## src/rtl/taillight_monitor.sv

```systemverilog
// Passive checker/decoder for the six-lamp turn-signal bus: decodes left/right/both sweeps,
// flags protocol violations, counts sweeps. Optional sticky error capture: TAILLIGHT_MON_STICKY_EN.
module taillight_monitor #(
  parameter int unsigned CNT_W = 8
) (
  input  logic             clk,
  input  logic             reset,
  input  logic             L1,
  input  logic             L2,
  input  logic             L3,
  input  logic             R1,
  input  logic             R2,
  input  logic             R3,
`ifdef TAILLIGHT_MON_STICKY_EN
  input  logic             err_clr,
  output logic             err_sticky,
`endif
  output logic             left_done,
  output logic             right_done,
  output logic             both_done,
  output logic             err,
  output logic [2:0]       err_code,
  output logic             busy,
  output logic [CNT_W-1:0] left_cnt,
  output logic [CNT_W-1:0] right_cnt,
  output logic [CNT_W-1:0] both_cnt
);

  typedef enum logic [3:0] {
    StResync, StIdle, StLt1, StLt2, StLt3, StRt1, StRt2, StRt3, StBt1, StBt2, StBt3
  } state_t;

  state_t      r_state, w_state_d;
  logic [2:0]  w_ldec, w_rdec;
  logic        w_lill, w_rill;
  logic [1:0]  w_llvl, w_rlvl;
  logic [1:0]  w_side, w_lvl;
  logic [1:0]  w_cur_l, w_cur_r, w_exp_l, w_exp_r;
  logic        w_err;
  logic [2:0]  w_code;
  logic [2:0]  w_done;

  // Returns {illegal, level[1:0]} for one side's lamps {lamp3, lamp2, lamp1}.
  function automatic logic [2:0] side_dec(input logic [2:0] lamps);
    case (lamps)
      3'b000:  return 3'b000;
      3'b001:  return 3'b001;
      3'b011:  return 3'b010;
      3'b111:  return 3'b011;
      default: return 3'b100;
    endcase
  endfunction

  assign w_ldec = side_dec({L3, L2, L1});
  assign w_rdec = side_dec({R3, R2, R1});
  assign w_lill = w_ldec[2];
  assign w_rill = w_rdec[2];
  assign w_llvl = w_ldec[1:0];
  assign w_rlvl = w_rdec[1:0];

  // Active sides (bit0 left, bit1 right) and current level of the sweep state.
  always_comb begin
    w_side = 2'b00;
    w_lvl  = 2'd0;
    case (r_state)
      StLt1: begin w_side = 2'b01; w_lvl = 2'd1; end
      StLt2: begin w_side = 2'b01; w_lvl = 2'd2; end
      StLt3: begin w_side = 2'b01; w_lvl = 2'd3; end
      StRt1: begin w_side = 2'b10; w_lvl = 2'd1; end
      StRt2: begin w_side = 2'b10; w_lvl = 2'd2; end
      StRt3: begin w_side = 2'b10; w_lvl = 2'd3; end
      StBt1: begin w_side = 2'b11; w_lvl = 2'd1; end
      StBt2: begin w_side = 2'b11; w_lvl = 2'd2; end
      StBt3: begin w_side = 2'b11; w_lvl = 2'd3; end
      default: ;
    endcase
  end

  assign w_cur_l = w_side[0] ? w_lvl : 2'd0;
  assign w_cur_r = w_side[1] ? w_lvl : 2'd0;
  assign w_exp_l = (w_side[0] && w_lvl != 2'd3) ? w_lvl + 2'd1 : 2'd0;
  assign w_exp_r = (w_side[1] && w_lvl != 2'd3) ? w_lvl + 2'd1 : 2'd0;

  always_ff @(posedge clk or posedge reset) begin
    if (reset) r_state <= StResync;
    else       r_state <= w_state_d;
  end

  always_comb begin
    w_state_d = r_state;
    w_code    = 3'd0;
    w_done    = 3'b000;
    w_err     = 1'b0;
    case (r_state)
      StResync: begin
        if ({L3, L2, L1, R3, R2, R1} == 6'b0) w_state_d = StIdle;
      end
      StIdle: begin
        if (w_lill || w_rill) begin
          w_code = 3'd1;
        end else if (w_llvl == 2'd0 && w_rlvl == 2'd0) begin
          w_state_d = StIdle;
        end else if (w_llvl <= 2'd1 && w_rlvl <= 2'd1) begin
          if (w_llvl == 2'd1 && w_rlvl == 2'd1) w_state_d = StBt1;
          else if (w_llvl == 2'd1)              w_state_d = StLt1;
          else                                  w_state_d = StRt1;
        end else begin
          w_code = 3'd4;
        end
      end
      default: begin
        if (w_lill || w_rill) begin
          w_code = 3'd1;
        end else if ((!w_side[0] && w_llvl != 2'd0) || (!w_side[1] && w_rlvl != 2'd0) ||
                     (w_side == 2'b11 && w_llvl != w_rlvl)) begin
          w_code = 3'd2;
        end else if (w_llvl == w_cur_l && w_rlvl == w_cur_r) begin
          w_code = 3'd3;
        end else if (w_llvl != w_exp_l || w_rlvl != w_exp_r) begin
          w_code = 3'd4;
        end else if (w_lvl == 2'd3) begin
          w_state_d = StIdle;
          w_done    = (w_side == 2'b11) ? 3'b100 : {1'b0, w_side};
        end else begin
          // Sweep states of one side are encoded consecutively.
          w_state_d = state_t'(r_state + 4'd1);
        end
      end
    endcase
    if (w_code != 3'd0) begin
      w_err     = 1'b1;
      w_state_d = StResync;
    end
  end

  always_comb begin
    busy = !(r_state == StResync || r_state == StIdle);
  end

  always_ff @(posedge clk or posedge reset) begin
    if (reset) begin
      left_done  <= 1'b0;
      right_done <= 1'b0;
      both_done  <= 1'b0;
      err        <= 1'b0;
      err_code   <= 3'd0;
      left_cnt   <= '0;
      right_cnt  <= '0;
      both_cnt   <= '0;
`ifdef TAILLIGHT_MON_STICKY_EN
      err_sticky <= 1'b0;
`endif
    end else begin
      left_done  <= w_done[0];
      right_done <= w_done[1];
      both_done  <= w_done[2];
      err        <= w_err;
      if (w_done[0] && left_cnt != '1)  left_cnt  <= left_cnt + CNT_W'(1);
      if (w_done[1] && right_cnt != '1) right_cnt <= right_cnt + CNT_W'(1);
      if (w_done[2] && both_cnt != '1)  both_cnt  <= both_cnt + CNT_W'(1);
`ifdef TAILLIGHT_MON_STICKY_EN
      // An error on the same edge as err_clr wins; the first code is kept.
      if (w_err) begin
        if (!err_sticky) err_code <= w_code;
        err_sticky <= 1'b1;
      end else if (err_clr) begin
        err_sticky <= 1'b0;
        err_code   <= 3'd0;
      end
`else
      err_code <= w_code;
`endif
    end
  end

endmodule

```

## config.mk

```make
export PLATFORM = sky130hd
export DESIGN_NAME = taillight_monitor
export DESIGN_NICKNAME = d
export VERILOG_FILES = /design/src/rtl/taillight_monitor.sv
export SDC_FILE = /design/constraint.sdc
export NUM_CORES = 1
export LEC_CHECK = 0
export BUFFER_PORTS_ARGS = -buffer_cell sky130_fd_sc_hd__buf_2
export CAP_MARGIN = 25
export CORE_MARGIN = 5
export CORE_UTILIZATION = 40
export CTS_CLUSTER_DIAMETER = 80
export CTS_CLUSTER_SIZE = 10
export DETAILED_ROUTE_END_ITERATION = 16
export GPL_TIMING_DRIVEN = 0
export SLEW_MARGIN = 25
export SYNTH_ARGS = -nofsm -noshare
export SYNTH_HDL_FRONTEND = slang
export SYNTH_SLANG_ARGS = --single-unit
```

## constraint.sdc

```tcl
create_clock -name clk -period 6 [get_ports clk]
set_input_delay 1.8 -clock clk [delete_from_list [all_inputs] [get_ports clk]]
set_output_delay 1.8 -clock clk [all_outputs]
set_load 0.005 [all_outputs]
```

==> results of run 1 <==
[power groups by stage]
stage	combinational (uW)	sequential, uW	clock [uW]
finish	376	263	171
global route	418	264	188
CTS	375	263	178
detailed placement	374	267	0
global placement	370	267	0
floorplan	288	265	0
[worst max-delay path: stages]
cell and delay, ns:
sky130_fd_sc_hd__buf_2 0.12, sky130_fd_sc_hd__nor2b_1 0.16, sky130_fd_sc_hd__a2111oi_4 0.53, sky130_fd_sc_hd__and3_1 0.27, sky130_fd_sc_hd__nand2_1 0.12, sky130_fd_sc_hd__a311o_1 0.31
sky130_fd_sc_hd__nor3_2 0.35, sky130_fd_sc_hd__nand2_1 0.17, sky130_fd_sc_hd__mux2_1 0.33
[cell families after synthesis]
| kind of cell | share of synthesized area (%) |
|---|---|
| flops | 35.75 |
| mux | 1.379 |
| fa+ha+maj | 4.086 |
| simple gates | 26.46 |
| compound gates | 18.18 |
| buf+inv | 3.830 |
| xor+xnor | 10.32 |
[placed cells by master, fill, tap and decap left out, drive strengths merged, types with 3 or more instances in the layout]
cell type,netlist,final
a21oi,8,8
and2,4,4
and3,12,12
buf,8,43
clkbuf,0,6
dfrtp,35,35
ha,8,8
inv,10,10
mux2,3,3
nand2,16,16
nand2b,5,5
nand3,12,12
nand4,13,13
nor2,17,17
nor2b,5,5
nor3,11,11
nor3b,3,3
nor4,4,4
o211ai,4,4
o21a,3,3
o21ai,8,8
o22a,3,3
or3,3,3
xnor2,16,16
xor2,12,12
[area by class of cell]
cell class	instances	area (um2)
clock buffers	6	82.58
flip-flops and latches	35	875.8
repair buffers	35	175.2
plain buffers	8	56.30
well taps	75	93.84
inverters	10	37.54
multi-input cells	201	1480
clock inverters	1	5.005
fillers	610	3149
[metrics by stage]
stage / hold slack (ns) / setup WS (ns) / power [uW]
after global routing: 0.5145 / 1.807 / 870.1
after global placement: 0.4774 / 1.711 / 637.3
after detailed placement: 0.4828 / 1.724 / 641.7
after floorplan: 0.4770 / 2.093 / 553.2
after CTS: 0.4959 / 2.016 / 816.2
final: 0.4876 / 2.000 / 810.2
[path summary, 6_finish.rpt]
kind                                 to  slack (ns)
max reg2reg                 left_cnt[1]        2.12
min                        right_cnt[4]        0.49
min reg2reg                right_cnt[4]        0.49
max in group asynchronous  right_cnt[3]        3.90
max                         both_cnt[1]        2.00
min in group asynchronous   err_code[1]        1.64
[registers in the layout, summed over array words and instances (netlist names)]
| register | cells |
|---|---|
| both_done | 1 |
| left_cnt | 8 |
| left_done | 1 |
| right_cnt | 8 |
| both_cnt | 8 |
| right_done | 1 |
| err | 1 |
| err_code | 3 |
| r_state | 4 |
[layer usage]
layer	wire (um)	GRT usage, %	vias up
li1	-	-	1028
met1	2739	22.07	987
met2	2588	24.47	61
met3	334	2.421	5
met4	56	3.709	0
met5	0	0	-
==> summary by stage, run 1 <==
CTS
After clock tree synthesis, the setup repair step added 0 buffers. The number of buffers inserted for hold repair after clock tree synthesis is 0. The TritonCTS sink count is 35. Clock-pin slew was measured on the worst setup and hold paths at 0.07 ns. The number of gates given a new drive strength after cts is 0.

The level count of the clock H-tree is 2. The tree is rooted in a sky130_fd_sc_hd__clkbuf_8. The number of clock buffers added by TritonCTS is 5. The CTS tree is done. The clock passes through at most 2 buffers. For the worst-skew pair, the clock arrives at the later sink with an insertion delay of about 0.28 ns.

Route
The count of nets left with antenna violations after detail routing is 0. In the routed design, unresolved DRC markers number 0. Detailed routing inserted a total of 2081 vias. Dividing the detail-routed wire length by the instance count gives 15.41 um. The via-per-instance ratio is 5.609. The DRC marker count from the first detailed-route iteration is 101. The final wirelength is 5718 um. The first TritonRoute pass finished after 4 iterations.

Critical path
The kind of start point of the critical path is an input port. Measured in cells, the most critical reg-to-reg path has a length of 14. Of all nets on the critical path, the largest fanout is 7.

For the worst setup path, the data required time is 6.16 ns. STA classifies the critical path endpoint as a register. The critical path in this run is classified as in -> reg. The startpoint identified for the worst register-to-register timing path is r_state[0]. The most critical setup path has its startpoint at R3. Data on the critical path arrives at its endpoint at 4.16 ns.

STA
The share of the clock period used by the worst path is 66.67%. Clock skew on the completed layout was measured at 0.006996 ns. The setup TNS is 0 ns.

Derived from the worst setup path, the maximum achievable clock frequency is around 250 MHz. The remaining max-slew budget at the tightest pin is 51.73%. Setup violations remaining at the end of the flow were counted as 0. Setup repair after global routing left no endpoint under its margin. The max-slew violation count was 0. The final hold violation count was 0. The worst path needs 4.000 ns of the cycle, external delays included. For the pin with the worst max-slew slack, the measured transition is just over 0.7 ns.

Placement
The post-detailed-placement half-perimeter wirelength is around 4300 um. The total placed instance area is 2719 um2. The number of port buffers is 35. The instance count after placement with tap cells included is between 300 and 400. The weighted congestion at the end of routability-driven global placement is approximately 0.88.

Yosys
After synthesis the cells add up to ~2400 um2. By count the netlist is led by sky130_fd_sc_hd__dfrtp_1 (35), sky130_fd_sc_hd__nand2_1 (16), sky130_fd_sc_hd__nor2_1 (16), sky130_fd_sc_hd__xnor2_1 (15), sky130_fd_sc_hd__nand4_1 (13). The cell count after synthesis came out at roughly 250. Counting every net in the synthesized netlist gives 270. Yosys attributes the largest share of cell area to sky130_fd_sc_hd__dfrtp_1 (36%), sky130_fd_sc_hd__xnor2_1 (5.4%), sky130_fd_sc_hd__xor2_1 (4.3%), sky130_fd_sc_hd__ha_1 (4.1%), sky130_fd_sc_hd__nand4_1 (3.3%). Yosys instantiated no cell more often than sky130_fd_sc_hd__dfrtp_1. The synthesized design devotes to its leading area cell type around 36% of total area. After synthesis, the netlist uses between 60 and 70 different library cells. Counting flops and latches in the post-synthesis netlist gives 35. The number of synthesized flops with an enable pin is 0.

Among all flip-flop cells after synthesis, the most frequent one is sky130_fd_sc_hd__dfrtp_1. Counting flops with an async set or reset pin after synthesis yields a share of 100.0%. The library cell with the largest summed area after synthesis is sky130_fd_sc_hd__dfrtp_1. The total number of yosys warnings is 0. The per-instance average area after synthesis is 9.645 um2.

The fraction of the yosys area taken by sequential cells is approximately 36%.

Finish
Once layout is complete, the utilization of the core stands at between 40% and 50%. The fraction of final layout cells sized beyond drive strength 1 is 23.99%. The total non-filler cell area in the finished layout is 2806 um2.

The layout overhead on the synthesized area is 14.56%. The final net count is 312. The number of antenna diodes is 0.

The count of cells in the finished layout, fillers not included, comes to approximately 370.

Power and ir drop
The switching power of the nets is 335.4 uW. Net switching is 41.40% of the power. The standby leakage power is 0.001335 uW. The maximum vdd ir drop is between 150 and 200 uV.

The design internal power is ~470 uW. In this run, the clock network consumes 21.1% of the power. The proportion of power drawn by flip-flops and latches is 32.4%. For this design the ratio of total power to cell area is 288.7 nW/um2. In this run, the combinational gates consume between 40% and 50% of the power.

Job
The number of max-cap violations is 0.

GRT
The remaining global-route overflow is 0. The number of antenna violations at the first check in global routing is 0. Entering global routing, the biggest net connects 36 pins.

The first global-routing pass estimated 9453 um of wire. Across every metal layer, demand over resource in global routing totals between 15 and 20%. The number of global-route vias before repair is 1969.

Die
The chip width is approximately 90 um. The initialized floorplan defines 28 standard-cell rows. The core region is a little under 6000 um2. The floorplan step set the die height to between 80 and 90 um. For this design the top-level I/O count stands at 40. The initial core utilization is 41.13%. The die covers 7790 um2.

Run status
The run finished with clean final reports.

Worst hold path
The startpoint of the tightest hold check path is right_cnt[4]. The cell depth of the worst hold path is 1. The type of the most critical hold path is reg -> reg.
Note: power is estimated with default switching activity, not from simulation.
==> run 2, diff against run 1 <==
ABC_AREA = 1   (was default)
clock period = 4 ns   (was 6 ns; I/O delays follow)
==> summary by stage, run 2 <==
Run status
The flow ran to the end, and the final reports show no timing, DRC or antenna violations.

Placement
The wire-length estimate of the detail-placed layout is between 4000 and 5000 um. Input and output buffers added on the ports amount to 39. In this run, placement finished with an instance count of between 400 and 500.

At the end of routability-driven placement, the weighted congestion stood at 0.8782.

STA
Subtracting the final worst setup slack from the clock period gives around 3.3 ns. Dividing the final minimum period by the clock period gives about four fifths. At the pin with the least slew margin, the transition time is 0.7349 ns. After routing, the total negative slack on setup checks comes to 0 ns. The worst clock skew on the final layout is 0.006210 ns. The setup-violating endpoint count in the final report is 0. Setup repair after global routing left no endpoint under its margin.

The max-slew violation count came to 0. Across all hold checks on the routed design, the worst slack comes to 0.5105 ns. The remaining max-slew budget at the tightest pin is ~51%.

Timing would allow up to 307.0 MHz. The final hold violation count is 0.

Finish
The final instance count without filler cells is 488. The fraction of final layout cells sized beyond drive strength 1 is 21.41%. The final net count is 426.

The library cell used most frequently in the layout, excluding fill and tap cells, is sky130_fd_sc_hd__nand2_1. Compared with the post-synthesis result, the final layout area differs by 15.02%. The number of antenna diodes in the final layout is 0. In the layout the commonest cells are sky130_fd_sc_hd__nand2_1 (112), sky130_fd_sc_hd__nand3_1 (42), sky130_fd_sc_hd__inv_1 (42). The layout has 646 filler cells. In the final layout, the registers with the most flip-flops are both_cnt x8, left_cnt x8, right_cnt x8.

Die
The chip width is between 90 and 100 um. The initialized floorplan defines 29 standard-cell rows. The die is 90.74 um tall.

The initial core utilization is 41.06%. The die covers 8234 um2. The count of pins on the block boundary is 40. The floorplan step defined a core boundary enclosing 6350 um2.

Yosys
The number of different library cells in the post-synthesis netlist is 33. The main flop type after synthesis is sky130_fd_sc_hd__dfrtp_1. Counting every net in the synthesized netlist gives 380. After technology mapping, the gate count stands at roughly 360. The cell area that synthesis handed to floorplanning was 2608 um2.

The fraction of the yosys area taken by sequential cells is 33.59%. The share of synthesized registers carrying an async set or reset is 100.0%. The total number of yosys warnings is 0. The most frequent cell after synthesis is sky130_fd_sc_hd__nand2_1.

The count of state elements after synthesis is 35. Each instance of the synthesized netlist takes up on average between 7 and 8 um2. The number of synthesized flops with an enable pin is 0.

After synthesis, the most frequently instantiated cells are sky130_fd_sc_hd__nand2_1 (112), sky130_fd_sc_hd__inv_1 (43), sky130_fd_sc_hd__nand3_1 (42), sky130_fd_sc_hd__dfrtp_1 (35), sky130_fd_sc_hd__nor2_1 (28). The top cell type's share of synthesized area is 33.59%. The library cell with the largest summed area after synthesis is sky130_fd_sc_hd__dfrtp_1. Sorting the synthesized cells by area gives the leading types as sky130_fd_sc_hd__dfrtp_1 (34%), sky130_fd_sc_hd__nand2_1 (16%), sky130_fd_sc_hd__nand3_1 (8.1%), sky130_fd_sc_hd__inv_1 (6.2%), sky130_fd_sc_hd__nor2_1 (4.0%).

Route
The first detailed-routing pass ran for 4 iterations. After the first detailed-routing iteration, the DRC count stood at 84. For this run, design rule violations remaining after detail routing come to 0. The final wirelength is 5775 um. The via-per-instance ratio is 4.865.

Once detail routing completed, the nets flagged for antenna violations numbered 0. After detailed routing, the average wire length per cell comes to 11.83 um. The vias after detailed routing is 2374.

Critical path
Along the worst path, the maximum fanout reaches 10. The sort of element at the end of the critical path is a register. The endpoint identified for the worst register-to-register timing path is right_cnt[1]. The worst-case reg-to-reg path depth is 17. Data on the critical path arrives at its endpoint at 3.43 ns.

The startpoint identified for the worst register-to-register timing path is r_state[0]. The critical path is of the reg -> reg type. The reg-to-reg setup timing slack is between 0.7 and 0.8 ns. The critical path required time is 4.17 ns.

The kind of start point of the critical path is a register.

Worst hold path
The startpoint of the tightest hold check path is right_cnt[7]. The cell depth of the worst hold path is 2. The path with the worst hold slack has its endpoint at right_cnt[7].

The worst hold path belongs to the class reg -> reg.

GRT
The global-route wire length before repair is 10120 um. Global routing used 14.49% of the available tracks. The number of antenna violations at the first check in global routing came to 0.

After global routing the overflow that remains totals 0. The number of global-route vias before repair is 2216. Entering global routing, the biggest net connects 36 pins.

CTS
Clock latency on the worst-skew pair, taken at its later pin, is 0.28 ns. The CTS clock-pin slew for the worst setup and hold paths is 0.07 ns. The number of buffers inserted for hold repair after clock tree synthesis is 0. TritonCTS built the clock tree. The level count of the clock H-tree is 2. The total clock buffers created by CTS is 5. The post-CTS setup buffer count is 0. After clock tree synthesis, the repair step resized 0 gates.

The TritonCTS sink count is 35. No sink is reached through more buffers than the 2 on the longest clock path. The cell sitting at the root of the clock tree is a sky130_fd_sc_hd__clkbuf_8.

Job
The number of max-cap violations is 0.

Power and ir drop
The total power density per cell area is 330.6 nW/um2. The standby leakage power is 0.001560 uW. The maximum vdd ir drop is 173.8 uV.
run 2: cell types whose count changed after synthesis, sizes merged, moves of 8 or more:
cell | previous run | this run
nand3 | 12 | 48
and3 | 12 | 0
nand4 | 13 | 5
o21ai | 8 | 22
nand2 | 16 | 118
nor2 | 17 | 35
inv | 10 | 48
run 2: final cells by class:
cell class / instances / area (um2) / area share [%]
multi-input cells: 277 / 1513 / 50.44
flip-flops and latches: 35 / 875.8 / 29.20
repair buffers: 39 / 195.2 / 6.508
inverters: 48 / 180.2 / 6.008
clock buffers: 8 / 100.1 / 3.338
well taps: 77 / 96.34 / 3.212
plain buffers: 4 / 38.79 / 1.293
run 2: routing by layer:
layer / GRT usage (%) / up-vias / wire length, um
met5: 0 / - / 0
met4: 2.978 / 0 / 44
met3: 3.167 / 4 / 251
met2: 23.97 / 50 / 2669
met1: 19.38 / 1064 / 2810
li1: - / 1256 / -
run 2: how the worst max path moves through the flow:
| stage | from | endpoint | slack, ns |
|---|---|---|---|
| finish | r_state[0] | right_cnt[1] | 0.74 |
| global placement | r_state[0] | right_cnt[2] | 0.82 |
| floorplan | r_state[0] | right_cnt[2] | 1.30 |
| detailed placement | r_state[0] | right_cnt[1] | 0.76 |
| global route | r_state[0] | right_cnt[1] | 0.43 |
| CTS | r_state[0] | right_cnt[1] | 0.73 |
run 2: cells by family after synthesis:
family                     after synthesis  synth area share [%]
buffers and inverters                   52                 8.397
xor gates and xnor gates                20                 6.718
AOI/OAI and AO/OA                       32                 8.110
and+or+nand+nor                        217                 39.35
adders and majority gates                8                 3.839
DFF                                     35                 33.59
run 2: worst max-delay path, cell delays in order, from the launching register on:
cell	delay (ns)
sky130_fd_sc_hd__dfrtp_1	0.46
sky130_fd_sc_hd__inv_1	0.10
sky130_fd_sc_hd__ha_1	0.26
sky130_fd_sc_hd__o21ai_1	0.26
sky130_fd_sc_hd__nand3_1	0.24
sky130_fd_sc_hd__ha_1	0.35
sky130_fd_sc_hd__inv_1	0.04
sky130_fd_sc_hd__nor2_1	0.26
sky130_fd_sc_hd__nand2_1	0.09
sky130_fd_sc_hd__nand2_1	0.10
sky130_fd_sc_hd__nand2_1	0.06
sky130_fd_sc_hd__nor2_1	0.08
sky130_fd_sc_hd__nand3_1	0.12
sky130_fd_sc_hd__nor3_2	0.23
sky130_fd_sc_hd__nand3_2	0.20
sky130_fd_sc_hd__buf_6	0.21
sky130_fd_sc_hd__nand2_1	0.07
sky130_fd_sc_hd__o21ai_2	0.05
run 2: metrics by stage:
stage / total power [uW] / util (%) / cell area, um2 / setup WS (ns)
global route: 1069 / 47.23 / 2999 / 0.4323
CTS: 1004 / 47.23 / 2999 / 0.7335
detailed placement: 723.0 / 45.66 / 2899 / 0.7589
floorplan: 634.6 / - / 2608 / 1.302
finish: 991.7 / 47.23 / 2999 / 0.7425
global placement: 717.1 / 45.66 / 2899 / 0.8161
run 2: where the power goes:
part           internal [uW]  switching (uW)  total [uW]
registers                372            14.7         387
logic                    102             227         328
clock network            157             119         276
